## src/rtl/dmi_jtag_access_ctrl.sv

```systemverilog
// DMI access controller for a RISC-V JTAG DTM: serial DR shift register, request/response
// handshake FSM toward the debug module, and sticky dmistat error tracking.
module dmi_jtag_access_ctrl #(
    parameter int unsigned AddrWidth = 7
) (
    input  logic                 tck_i,
    input  logic                 trst_ni,
    input  logic                 dmi_access_i,
    input  logic                 capture_dr_i,
    input  logic                 shift_dr_i,
    input  logic                 update_dr_i,
    input  logic                 test_logic_reset_i,
    input  logic                 dmi_reset_i,
    input  logic                 dmi_tdi_i,
    output logic                 dmi_tdo_o,
    output logic [1:0]           dmi_error_o,
    output logic                 dmi_req_valid_o,
    input  logic                 dmi_req_ready_i,
    output logic [AddrWidth-1:0] dmi_req_addr_o,
    output logic [31:0]          dmi_req_data_o,
    output logic [1:0]           dmi_req_op_o,
    input  logic                 dmi_resp_valid_i,
    output logic                 dmi_resp_ready_o,
    input  logic [31:0]          dmi_resp_data_i,
    input  logic [1:0]           dmi_resp_resp_i
);

    localparam int unsigned ShiftWidth = AddrWidth + 34;
    localparam logic [1:0] OpRead     = 2'd1;
    localparam logic [1:0] OpWrite    = 2'd2;
    localparam logic [1:0] ErrNone    = 2'd0;
    localparam logic [1:0] ErrFailed  = 2'd2;
    localparam logic [1:0] ErrBusy    = 2'd3;
    localparam logic [1:0] RespFailed = 2'd2;

    typedef enum logic [2:0] {
        ST_IDLE,
        ST_READ,
        ST_WAIT_READ,
        ST_WRITE,
        ST_WAIT_WRITE
    } state_e;

    state_e                 r_state;
    state_e                 w_state_next;
    logic [ShiftWidth-1:0]  r_shift;
    logic [AddrWidth-1:0]   r_addr;
    logic [31:0]            r_data;
    logic [1:0]             r_error;

    logic                   w_busy;
    logic                   w_latch;
    logic                   w_load_resp;
    logic [1:0]             w_err_set;
    logic [1:0]             w_status;
    logic [1:0]             w_shift_op;
    logic [31:0]            w_shift_data;
    logic [AddrWidth-1:0]   w_shift_addr;

    assign w_busy       = (r_state != ST_IDLE);
    assign w_status     = w_busy ? ErrBusy : r_error;
    assign w_shift_op   = r_shift[1:0];
    assign w_shift_data = r_shift[33:2];
    assign w_shift_addr = r_shift[ShiftWidth-1:34];

    // Next state, latch/load strobes and candidate error; a failed response outranks busy.
    always_comb begin
        w_state_next = r_state;
        w_latch      = 1'b0;
        w_load_resp  = 1'b0;
        w_err_set    = ErrNone;
        if (w_busy && dmi_access_i && (capture_dr_i || update_dr_i)) begin
            w_err_set = ErrBusy;
        end
        unique case (r_state)
            ST_IDLE: begin
                if (dmi_access_i && update_dr_i && (r_error == ErrNone)) begin
                    if (w_shift_op == OpRead) begin
                        w_latch      = 1'b1;
                        w_state_next = ST_READ;
                    end else if (w_shift_op == OpWrite) begin
                        w_latch      = 1'b1;
                        w_state_next = ST_WRITE;
                    end
                end
            end
            ST_READ: begin
                if (dmi_req_ready_i) w_state_next = ST_WAIT_READ;
            end
            ST_WRITE: begin
                if (dmi_req_ready_i) w_state_next = ST_WAIT_WRITE;
            end
            ST_WAIT_READ: begin
                if (dmi_resp_valid_i) begin
                    w_load_resp  = 1'b1;
                    w_state_next = ST_IDLE;
                    if (dmi_resp_resp_i == RespFailed) w_err_set = ErrFailed;
                end
            end
            ST_WAIT_WRITE: begin
                if (dmi_resp_valid_i) begin
                    w_state_next = ST_IDLE;
                    if (dmi_resp_resp_i == RespFailed) w_err_set = ErrFailed;
                end
            end
            default: w_state_next = ST_IDLE;
        endcase
    end

    // FSM, request payload and sticky error; error clears win over same-cycle sets.
    always_ff @(posedge tck_i or negedge trst_ni) begin
        if (!trst_ni) begin
            r_state <= ST_IDLE;
            r_addr  <= '0;
            r_data  <= '0;
            r_error <= ErrNone;
        end else begin
            r_state <= w_state_next;
            if (w_latch) begin
                r_addr <= w_shift_addr;
                r_data <= w_shift_data;
            end else if (w_load_resp) begin
                r_data <= dmi_resp_data_i;
            end
            if (dmi_reset_i || test_logic_reset_i) begin
                r_error <= ErrNone;
            end else if (r_error == ErrNone) begin
                r_error <= w_err_set;
            end
        end
    end

    // DR shift register: capture snapshot, LSB-first shift.
    always_ff @(posedge tck_i or negedge trst_ni) begin
        if (!trst_ni) begin
            r_shift <= '0;
        end else if (test_logic_reset_i) begin
            r_shift <= '0;
        end else if (dmi_access_i && capture_dr_i) begin
            r_shift <= {r_addr, r_data, w_status};
        end else if (dmi_access_i && shift_dr_i) begin
            r_shift <= {dmi_tdi_i, r_shift[ShiftWidth-1:1]};
        end
    end

    assign dmi_tdo_o        = r_shift[0];
    assign dmi_error_o      = r_error;
    assign dmi_req_valid_o  = (r_state == ST_READ) || (r_state == ST_WRITE);
    assign dmi_req_addr_o   = r_addr;
    assign dmi_req_data_o   = r_data;
    assign dmi_req_op_o     = (r_state == ST_WRITE) ? OpWrite : OpRead;
    assign dmi_resp_ready_o = (r_state == ST_WAIT_READ) || (r_state == ST_WAIT_WRITE);

endmodule
```

## config.mk

```make
export PLATFORM = sky130hd
export DESIGN_NAME = dmi_jtag_access_ctrl
export DESIGN_NICKNAME = d
export VERILOG_FILES = /design/src/rtl/dmi_jtag_access_ctrl.sv
export SDC_FILE = /design/constraint.sdc
export NUM_CORES = 1
export LEC_CHECK = 0
export CAP_MARGIN = 20
export CORE_MARGIN = 1.5
export CORE_UTILIZATION = 46
export DETAILED_ROUTE_END_ITERATION = 6
export PLACE_DENSITY_LB_ADDON = 0.15
export SYNTH_ARGS = -nofsm -noshare
export SYNTH_HDL_FRONTEND = slang
export SYNTH_SLANG_ARGS = --single-unit
```

## constraint.sdc

```tcl
create_clock -name tck_i -period 1.6 [get_ports tck_i]
set_clock_uncertainty 0.15 [all_clocks]
set_input_delay 0.32 -clock tck_i [delete_from_list [all_inputs] [get_ports tck_i]]
set_output_delay 0.32 -clock tck_i [all_outputs]
set_load 0.05 [all_outputs]
```

==> impl_metrics.env <==
export IMPL_drt_iter0_drc=211
export IMPL_timing_final_ws_setup_ns=-0.239
export IMPL_syn_avg_cell_area_um2=11.5
export IMPL_num_vias=3593
export IMPL_cts_tree="built"
export IMPL_via_per_inst=6.07
export IMPL_synth_cell_area_um2=4090
export IMPL_syn_inst=355
export IMPL_worst_pin_slew_ns=0.457
export IMPL_start_util_pct=47.1
export IMPL_fin_crit_sh_pct=115
export IMPL_layout_common_cells="82 x dfrtp_1, 59 x buf_12, 42 x nand3_1, 40 x o31ai_1, 40 x clkdlybuf4s50_1"
export IMPL_grt_usage_pct=23.9
export IMPL_rsz0062_at_grt="true"
export IMPL_wl_per_cell_um=19.8
export IMPL_r2r_end="dmi_req_data_o[23]"
export IMPL_die_h_um=97.3
export IMPL_finalSetupViolations=44
export IMPL_antenna_cells=0
export IMPL_cp_startpoint="r_state[0]"
export IMPL_cts_buffer_depth=2
export IMPL_vdd_drop_max_mv=0.888
export IMPL_final_common_cell="dfrtp_1"
export IMPL_clock_root_buffer="clkbuf_8"
export IMPL_fin_cells=592
export IMPL_fin_area_um2=6490
export IMPL_maxSlewHeadroom_pct=69.6
export IMPL_drv_cap=0
export IMPL_io_buffers=90
export IMPL_hold_viol_final=0
export IMPL_utilization_pct=74.8
export IMPL_path_cells="buf_4 -> nor2b_4 -> nand2_4 -> clkinvlp_4 -> buf_12"
export IMPL_fin_crit_ns=1.84
export IMPL_max_freq_mhz=544
export IMPL_start_kind="flip-flop"
export IMPL_clk_latency_ns=0.36
export IMPL_hp_class="in2async"
export IMPL_antenna_found_initial=0
export IMPL_leakagePower_nw=2.98
export IMPL_area_delta_synth_final_pct=58.7
export IMPL_htree_levels=3
export IMPL_drv_slew=0
export IMPL_cp_max_fo=3
export IMPL_critPathArrivalTime_ns=1.37
export IMPL_drt_total_wl_um=11700
export IMPL_yosysWarningCount=0
export IMPL_total_power_mw=9.16
export IMPL_dp_slack_ns=-0.471
export IMPL_synth_area_leaders="dfrtp_1 52%, mux2i_1 9.5%, a221o_1 7.8%"
export IMPL_crit_type="reg2out"
export IMPL_crit_end="dmi_req_op_o[1]"
export IMPL_num_rows=34
export IMPL_slowest_stage="dfrtp_1"
export IMPL_dp_hpwl_um=6960
export IMPL_timing_hold_ws_ns=0.263
export IMPL_reg2reg_slack_ns=-0.24
export IMPL_coreArea_um2=8680
export IMPL_layout_drive_gt1_share_pct=30.4
export IMPL_synth_top_area_share_pct=52.0
export IMPL_reg2regPathDepth=7
export IMPL_ant_nets=0
export IMPL_grt_max_degree=45
export IMPL_crit_path_end_kind="primary output"
export IMPL_dp_cells=553
export IMPL_violations="setup timing"
export IMPL_clk_pin_slew_ns=0.08
export IMPL_dr_pass1_iters=4
export IMPL_tns_ns=-8.52
export IMPL_ys_ff_latch=85
export IMPL_placed_cell_area_um2=5870
export IMPL_die_width_um=97.3
export IMPL_overflow=0
export IMPL_synth_top_cell_by_area="dfrtp_1"
export IMPL_io_pins=91
export IMPL_cp_required_ns=1.13
export IMPL_grt_pass1_wl_um=18400
export IMPL_r2r_start="r_state[0]"
export IMPL_first_global_vias=3577
export IMPL_cts_sinks=85
export IMPL_status="complete, but fails checks"
export IMPL_syn_nets=401
export IMPL_drc_errors=0
export IMPL_cpPeakStageDelay_ns=0.41
export IMPL_cts_inserted_buffers=9
export IMPL_ys_seq_area_share_pct=52.0
export IMPL_power_density_nw_per_um2=1410
export IMPL_num_nets_final=526
export IMPL_ys_types=36
export IMPL_die_area_um2=9470
export IMPL_gp_congestion=0.858
[how the worst min path moves through the flow]
stage / to / depth (start not counted) / start / slack [ns]
final: r_shift[5] / 2 / trst_ni / 0.26
after global routing: r_shift[5] / 2 / trst_ni / 0.28
after CTS: r_shift[0] / 4 / test_logic_reset_i / 0.27
after detailed placement: r_shift[5] / 1 / trst_ni / 0.11
after global placement: r_shift[5] / 1 / trst_ni / 0.11
after floorplan: dmi_error_o[0] / 0 / trst_ni / -0.13
[synthesized netlist by cell type]
cell type,count
o31ai_1,41
and4bb_2,1
a32o_1,1
o32a_1,1
o211ai_1,1
clkbuf_1,21
mux2_2,7
nor3_2,1
a221oi_1,1
nand4bb_1,1
a21oi_1,3
and2_1,31
a221o_1,32
nand3_1,42
dfrtp_1,85
buf_2,12
o31a_1,1
and3_4,1
xnor2_1,2
and4bb_4,1
mux2i_1,39
a32oi_1,1
and2_0,1
nor2b_1,2
buf_6,2
nand2_1,3
inv_1,6
ha_1,1
or3_1,1
clkinv_1,1
nor2_1,5
o2111a_1,1
a21boi_0,1
o21ai_1,1
a31oi_4,1
nor3_1,3
[state kept, by name, summed over array words and instances (netlist names)]
name,cells
dmi_req_data_o,32
r_state,3
dmi_error_o,2
r_shift,41
dmi_req_addr_o,7
[per-layer routing]
metal	GRT usage, %	vias to the layer above	share of wire, %
li1	-	1607	-
met1	33.7	1821	42
met2	37.8	155	50
met3	4.24	10	6.4
met4	7.58	0	1.2
met5	0	-	0
[kinds of logic (layout without fill, tap and decap cells)]
kind of cell / count (synthesis) / in the layout / share of synthesized area [%]
AOI/OAI and AO/OA: 86 / 86 / 18.1
muxes: 46 / 46 / 11.5
and+or+nand+nor: 93 / 94 / 13.1
adders and majority gates: 1 / 1 / 0.306
xor gates and xnor gates: 2 / 2 / 0.428
buffers and inverters: 42 / 170 / 4.59
DFF: 85 / 85 / 52.0
[power breakdown]
group,switching (mW),total [mW],internal (mW)
Combinational,2.17,4.52,2.34
Clock,0.762,1.52,0.761
Sequential,0.564,3.12,2.55
[worst max-delay path: cells and delay by family (launching register included)]
kind	cells	cell delay, ns
flops	1	0.41
buf+inv	3	0.40
simple gates	2	0.20
[final cells by class]
cell class / instances / area, µm²
Tap cell: 108 / 135
Clock buffer: 12 / 145
Fill cell: 569 / 2190
Clock inverter: 3 / 46.3
Multi-Input combinational cell: 229 / 1910
Sequential cell: 85 / 2130
Inverter: 7 / 35.0
Timing Repair Buffer: 148 / 2090
[repair_timing]
item	in CTS	in global routing
setup buffers	11	8
resized for setup	18	23
endpoints found under the setup margin	44	56
hold endpoints to repair	23	0
hold buffers	1	0
gates cloned	6	3
pin swaps	13	14
(Power assumes the default switching activity.)
